==> src/rtl/mac_accumulator_pkg.sv <==
// Shared constants and state type for the MAC accumulator slice.
package mac_accumulator_pkg;

    localparam int DATA_W = 16;
    localparam int PROD_W = 32;

    typedef enum logic {
        IDLE  = 1'b0,
        ACCUM = 1'b1
    } state_t;

    localparam logic signed [DATA_W-1:0] SAT_MAX = 16'sh7FFF;
    localparam logic signed [DATA_W-1:0] SAT_MIN = 16'sh8000;

endpackage

==> src/rtl/mac_accumulator_requant_sat.sv <==
// Combinational requantizer: round-half-up, arithmetic shift, saturate to
// 16-bit signed. Optional ReLU clamp under MAC_ACCUMULATOR_RELU_EN.
module requant_sat
    import mac_accumulator_pkg::*;
#(
    parameter int ACC_W = 40,
    parameter int SHIFT = 8
) (
    input  logic signed [ACC_W-1:0]  sum,
    output logic signed [DATA_W-1:0] data,
    output logic                     sat
);

    // Half an output LSB; evaluates to zero when SHIFT is 0.
    localparam logic [ACC_W:0]        ONE  = 1;
    localparam logic signed [ACC_W:0] RND  = signed'((ONE << SHIFT) >> 1);
    localparam logic signed [ACC_W:0] QMAX = {{(ACC_W+1-DATA_W){1'b0}}, SAT_MAX};
    localparam logic signed [ACC_W:0] QMIN = {{(ACC_W+1-DATA_W){1'b1}}, SAT_MIN};

    logic signed [ACC_W:0] r;
    logic signed [ACC_W:0] q;

    // Round at one extra bit so the rounding add cannot wrap, then clip.
    always_comb begin
        r    = signed'({sum[ACC_W-1], sum}) + RND;
        q    = r >>> SHIFT;
        data = q[DATA_W-1:0];
        sat  = 1'b0;
        if (q > QMAX) begin
            data = SAT_MAX;
            sat  = 1'b1;
        end else if (q < QMIN) begin
            data = SAT_MIN;
            sat  = 1'b1;
        end
`ifdef MAC_ACCUMULATOR_RELU_EN
        if (data[DATA_W-1]) begin
            data = '0;
        end
`endif
    end

endmodule

==> src/rtl/mac_accumulator.sv <==
// Packet dot-product accumulator with bias, requantization and a one-entry
// registered valid/ready output. Optional ReLU: MAC_ACCUMULATOR_RELU_EN.
module mac_accumulator
    import mac_accumulator_pkg::*;
#(
    parameter int  ACC_W   = 40,
    parameter int  SHIFT   = 8,
    parameter int  MAX_LEN = 1024,
    localparam int CNT_W   = $clog2(MAX_LEN + 1)
) (
    input  logic                     clk,
    input  logic                     rst,
    input  logic                     in_valid,
    output logic                     in_ready,
    input  logic signed [PROD_W-1:0] in_prod,
    input  logic signed [DATA_W-1:0] in_bias,
    input  logic                     in_last,
    output logic                     out_valid,
    input  logic                     out_ready,
    output logic signed [DATA_W-1:0] out_data,
    output logic                     out_sat,
    output logic                     err_len
);

    localparam logic [CNT_W-1:0] CNT_MAX = CNT_W'(MAX_LEN);

    state_t                    state, state_nx;
    logic signed [ACC_W-1:0]   acc, acc_nx;
    logic [CNT_W-1:0]          cnt, cnt_nx;
    logic                      accept, finish, len_over;
    logic signed [DATA_W-1:0]  rq_data;
    logic                      rq_sat;

    assign in_ready = !(out_valid && !out_ready);
    assign accept   = in_valid && in_ready;
    assign finish   = accept && in_last;

    // Candidate accumulator/count after the current beat; the first beat
    // seeds the sum with the bias aligned to the fractional point.
    always_comb begin
        acc_nx   = acc;
        cnt_nx   = cnt;
        len_over = 1'b0;
        if (state == IDLE) begin
            acc_nx = (ACC_W'(in_bias) <<< SHIFT) + ACC_W'(in_prod);
            cnt_nx = CNT_W'(1);
        end else begin
            acc_nx   = acc + ACC_W'(in_prod);
            cnt_nx   = (cnt == CNT_MAX) ? cnt : cnt + 1'b1;
            len_over = (cnt == CNT_MAX) && !in_last;
        end
    end

    // Packet open/closed tracking.
    always_comb begin
        state_nx = state;
        if (accept) begin
            state_nx = in_last ? IDLE : ACCUM;
        end
    end

    // State register.
    always_ff @(posedge clk or posedge rst) begin
        if (rst) begin
            state <= IDLE;
        end else begin
            state <= state_nx;
        end
    end

    // Accumulator, beat counter and sticky length error.
    always_ff @(posedge clk or posedge rst) begin
        if (rst) begin
            acc     <= '0;
            cnt     <= '0;
            err_len <= 1'b0;
        end else if (accept) begin
            if (in_last) begin
                acc <= '0;
                cnt <= '0;
            end else begin
                acc <= acc_nx;
                cnt <= cnt_nx;
            end
            if (len_over) begin
                err_len <= 1'b1;
            end
        end
    end

    requant_sat #(
        .ACC_W (ACC_W),
        .SHIFT (SHIFT)
    ) u_requant (
        .sum  (acc_nx),
        .data (rq_data),
        .sat  (rq_sat)
    );

    // Output register: a new result loads even while the old one drains.
    always_ff @(posedge clk or posedge rst) begin
        if (rst) begin
            out_valid <= 1'b0;
            out_data  <= '0;
            out_sat   <= 1'b0;
        end else if (finish) begin
            out_valid <= 1'b1;
            out_data  <= rq_data;
            out_sat   <= rq_sat;
        end else if (out_ready) begin
            out_valid <= 1'b0;
        end
    end

endmodule
==> config.mk <==
export PLATFORM = sky130hd
export DESIGN_NAME = mac_accumulator
export DESIGN_NICKNAME = d
export VERILOG_FILES = /design/src/rtl/mac_accumulator_pkg.sv /design/src/rtl/mac_accumulator_requant_sat.sv /design/src/rtl/mac_accumulator.sv
export SDC_FILE = /design/constraint.sdc
export NUM_CORES = 1
export LEC_CHECK = 0
export ABC_CLOCK_PERIOD_IN_PS = 8000
export BUFFER_PORTS_ARGS = -buffer_cell sky130_fd_sc_hd__clkbuf_2
export CAP_MARGIN = 20
export CORE_MARGIN = 2
export CORE_UTILIZATION = 60
export CTS_BUF_LIST = sky130_fd_sc_hd__clkbuf_4
export DETAILED_ROUTE_END_ITERATION = 12
export PLACE_DENSITY = 0.88
export SLEW_MARGIN = 0
export SYNTH_ARGS = -nofsm -noshare
export SYNTH_HDL_FRONTEND = slang
export SYNTH_HIERARCHICAL = 1
export SYNTH_SLANG_ARGS = --single-unit
==> constraint.sdc <==
create_clock -name clk -period 8 [get_ports clk]
set_clock_uncertainty 0.1 [all_clocks]
set_input_delay 1.2 -clock clk [delete_from_list [all_inputs] [get_ports clk]]
set_output_delay 1.2 -clock clk [all_outputs]
set_load 0.05 [all_outputs]
==> run_results.csv <==
group,metric,value,unit
cells_and_area,num_antenna_cells,0,
placement,preCtsSetupSlack,1200,ps
synth,syn-num-nets,1041,
placement,placedInstanceArea,0.00816,mm²
drt,totalWireLength,20800,µm
floorplanning,floorplan.core_area,0.0125,mm²
synth,post_synth_xor_area_fraction,8.26,%
timing,rsz_0062_raised_after_global_routing,"false",
power,power.static_leakage,3.77,nW
placement,total_of_buffers_placed_on_input_and_output_ports,72,
clock_network,cts_setup_buffers,0,
placement,dp_hpwl,15100,µm
global_routing,globalRouteTotalUtil,31.2,%
critical_path,worstPathRequired,8250,ps
global_routing,number_of_global_route_vias_before_repair,6962,
global_routing,overflow,0,
timing,tightestPinTransition,976,ps
drt,ant_nets,0,
synth,simple_gate_share_of_the_synthesized_area,20.2,%
clock_network,cts_tree,"done",
global_routing,antenna_found_initial,0,
critical_path,critical_path_class,"in -> reg",
clock_network,clk_pin_slew_worst_paths,130,ps
drt,post_drt_wl_per_cell,18.0,µm
floorplanning,die_y,117,µm
synth,synth.distinct_cells,83,
global_routing,grt_max_degree,72,
cells_and_area,layout.cell_area.non_filler,0.00830,mm²
floorplanning,fp.dieArea,0.0136,mm²
synth,synth_top_family_by_area,"compound AO/OA/AOI/OAI gates",
clock_network,post_cts_resized,0,
floorplanning,die_width,117,µm
timing,final_critical_path_setup_slack,1500,ps
timing,max_clock_freq,154,MHz
clock_network,master_cell_of_the_clock_root_buffer,"clkbuf_4",
drt,first_iter_violations,676,
clock_network,clk_path_buf_depth,2,
synth,synthAdderAreaFrac,11.3,%
clock_network,depth_of_the_cts_h_tree,3,
timing,setup_viol,0,
critical_path,arrival_time_at_the_worst_endpoint,6740,ps
synth,syn-cell-area,0.00764,mm²
synth,synthArstFlopShare,100,%
synth,yosysSeqAreaShare,23.3,%
hold_path,holdCritPathClass,"reg -> reg",
timing,finalCriticalPeriod,6500,ps
synth,synth.ff_latch_count,71,
timing,final-hold-violation-count,0,
timing,final_tns_setup,0,ps
synth,ys_warn_count,6,
cells_and_area,areaGrowthSynthToFinish,8.65,%
cells_and_area,fillerInstances,1116,
cells_and_area,final_common_cell,"nand2_1",
clock_network,cts-buffers-inserted,9,
run,max_cap_viol_count,0,
cells_and_area,post_route_cells_drive_above_1_share,17.3,%
drt,drc_errors_left,0,
clock_network,postCtsHoldBufs,0,
synth,number_of_synthesized_flops_with_an_enable_pin,0,
cells_and_area,layout.cells.most_common_list,"nand2_1, clkbuf_2, dfrtp_1, ha_1, a21oi_1",
power,power_density,278,mW/mm²
synth,post_synth_inst_count,920,
timing,crit_share_post_route,81.2,%
synth,syn_avg_cell_area,8.30,µm²
power,power.ir.vdd_worst,0.116,mV
cells_and_area,layout.core_utilization,66.3,%
critical_path,critPathLaunchType,"input pin",
synth,yosys_most_used_dff,"dfrtp_1",
critical_path,end_kind,"register",
drt,via_count,7512,
floorplanning,boundaryPins,73,
synth,synth.area.mux_share,4.19,%
run_status,result_of_the_run,"complete, no violations",
critical_path,critical_path_peak_fanout,14,
timing,drv_slew,0,
drt,drt-vias-per-instance,6.52,
timing,timing.slew.headroom,34.8,%
synth,synth_compound_gate_area_share,29.1,%
cells_and_area,final_nets,1096,
drt,detail_route.first_pass.iterations,6,
global_routing,grt_pass1_wl,33900,µm
floorplanning,start_util,61.0,%
clock_network,worst_skew_pair.late_latency,460,ps
floorplanning,num_rows,41,
clock_network,cts.sink_count,71,
placement,gp_congestion,0.971,
cell type report:
class	instances	area (µm²)	area share [%]
timing repair buffer	88	480	5.79
sequential	71	1780	21.4
clock buffer	9	67.6	0.814
multi-input combinational	779	5590	67.3
inverter	26	97.6	1.18
tap	172	215	2.59
clock inverter	7	72.6	0.875
routing by layer:
layer  wire length [µm]  up-vias  GRT usage, %
met1               9220     3518          42.3
met3               1310       71          3.24
met5                  0        -             0
met2               9370      336          49.6
met4                872        0          16.4
li1                   -     3587             -
Yosys cell counts (5+ instances only):
| cell | instances | area, µm² |
|---|---|---|
| nand2b_1 | 9 | 56.3 |
| mux2i_1 | 5 | 50.1 |
| nor2_1 | 54 | 203 |
| nor2b_1 | 6 | 37.5 |
| a21o_1 | 34 | 255 |
| dfrtp_1 | 71 | 1780 |
| or3_1 | 7 | 43.8 |
| and3_1 | 12 | 75.1 |
| and2_1 | 5 | 31.3 |
| o22ai_2 | 10 | 125 |
| nand4_1 | 31 | 194 |
| o21bai_1 | 15 | 113 |
| a22o_1 | 29 | 254 |
| mux2_2 | 24 | 270 |
| o211ai_1 | 5 | 37.5 |
| nor4_1 | 7 | 43.8 |
| buf_1 | 5 | 18.8 |
| nor3_1 | 14 | 70.1 |
| a211oi_1 | 10 | 75.1 |
| o21ai_1 | 7 | 35.0 |
| o22ai_1 | 5 | 31.3 |
| clkbuf_1 | 35 | 131 |
| xnor2_1 | 41 | 359 |
| a221o_1 | 5 | 50.1 |
| xor2_1 | 31 | 272 |
| inv_1 | 25 | 93.8 |
| a21oi_1 | 62 | 310 |
| nand3_1 | 36 | 180 |
| o21a_1 | 8 | 60.1 |
| ha_1 | 66 | 826 |
| and4_1 | 5 | 43.8 |
| nand2_1 | 97 | 364 |
| o21ai_0 | 55 | 275 |
| o31ai_1 | 7 | 52.6 |
| a31oi_1 | 11 | 68.8 |
cells by family after synthesis:
kind of cell	after synthesis
XOR/XNOR	72
buffers and inverters	70
AND/OR/NAND/NOR	303
AO/OA/AOI/OAI	307
multiplexers	29
flip-flops	71
adder cells (fa/ha/maj)	68
sequential cells by signal (all words and copies together), names as in the netlist:
name and flops:
acc 40, out_data 16, cnt 11, err_len 1, out_sat 1, out_valid 1, state 1
critical path, stage by stage:
cell and delay [ps]:
clkbuf_2 90, ha_1 230, fa_1 450, a211oi_1 370, o21ai_0 150, nand4_1 160, a21oi_1 150, a41oi_2 350
o21ai_1 170, a2111oi_0 440, o31ai_1 140, o21ai_1 320, nand3_1 300, or4_1 630, o21a_1 200, o22ai_1 230
nor4_4 70, nor2_2 610, o22ai_2 180, mux2_2 300
power breakdown:
| part | switching (mW) | internal, mW | total (mW) | leakage, nW |
|---|---|---|---|---|
| Clock | 0.148 | 0.0956 | 0.244 | 0.0739 |
| Sequential | 0.0651 | 0.453 | 0.518 | 0.889 |
| Combinational | 0.972 | 0.574 | 1.55 | 2.80 |
| Total | 1.19 | 1.12 | 2.31 | 3.77 |
final timing paths:
check / start / endpoint / slack (ps) / depth (start not counted)
worst max-delay path: in_prod[0] / out_data[12] / 1500 / 20
worst min-delay path: acc[0] / acc[0] / 410 / 2
worst max register to register: acc[0] / out_data[12] / 1950 / 19
worst min register to register: acc[0] / acc[0] / 410 / 2
max in group asynchronous: rst / state / 6250 / 3
min in group asynchronous: rst / acc[14] / 920 / 3
per-stage QoR:
step	std cells	power (mW)	hold slack, ps
floorplan	920	1.68	354
global placement	1136	2.00	359
detailed placement	1136	2.04	384
CTS	1152	2.28	417
global route	1152	2.48	422
finish	1152	2.31	413
Power figures use the tool's default switching activity.
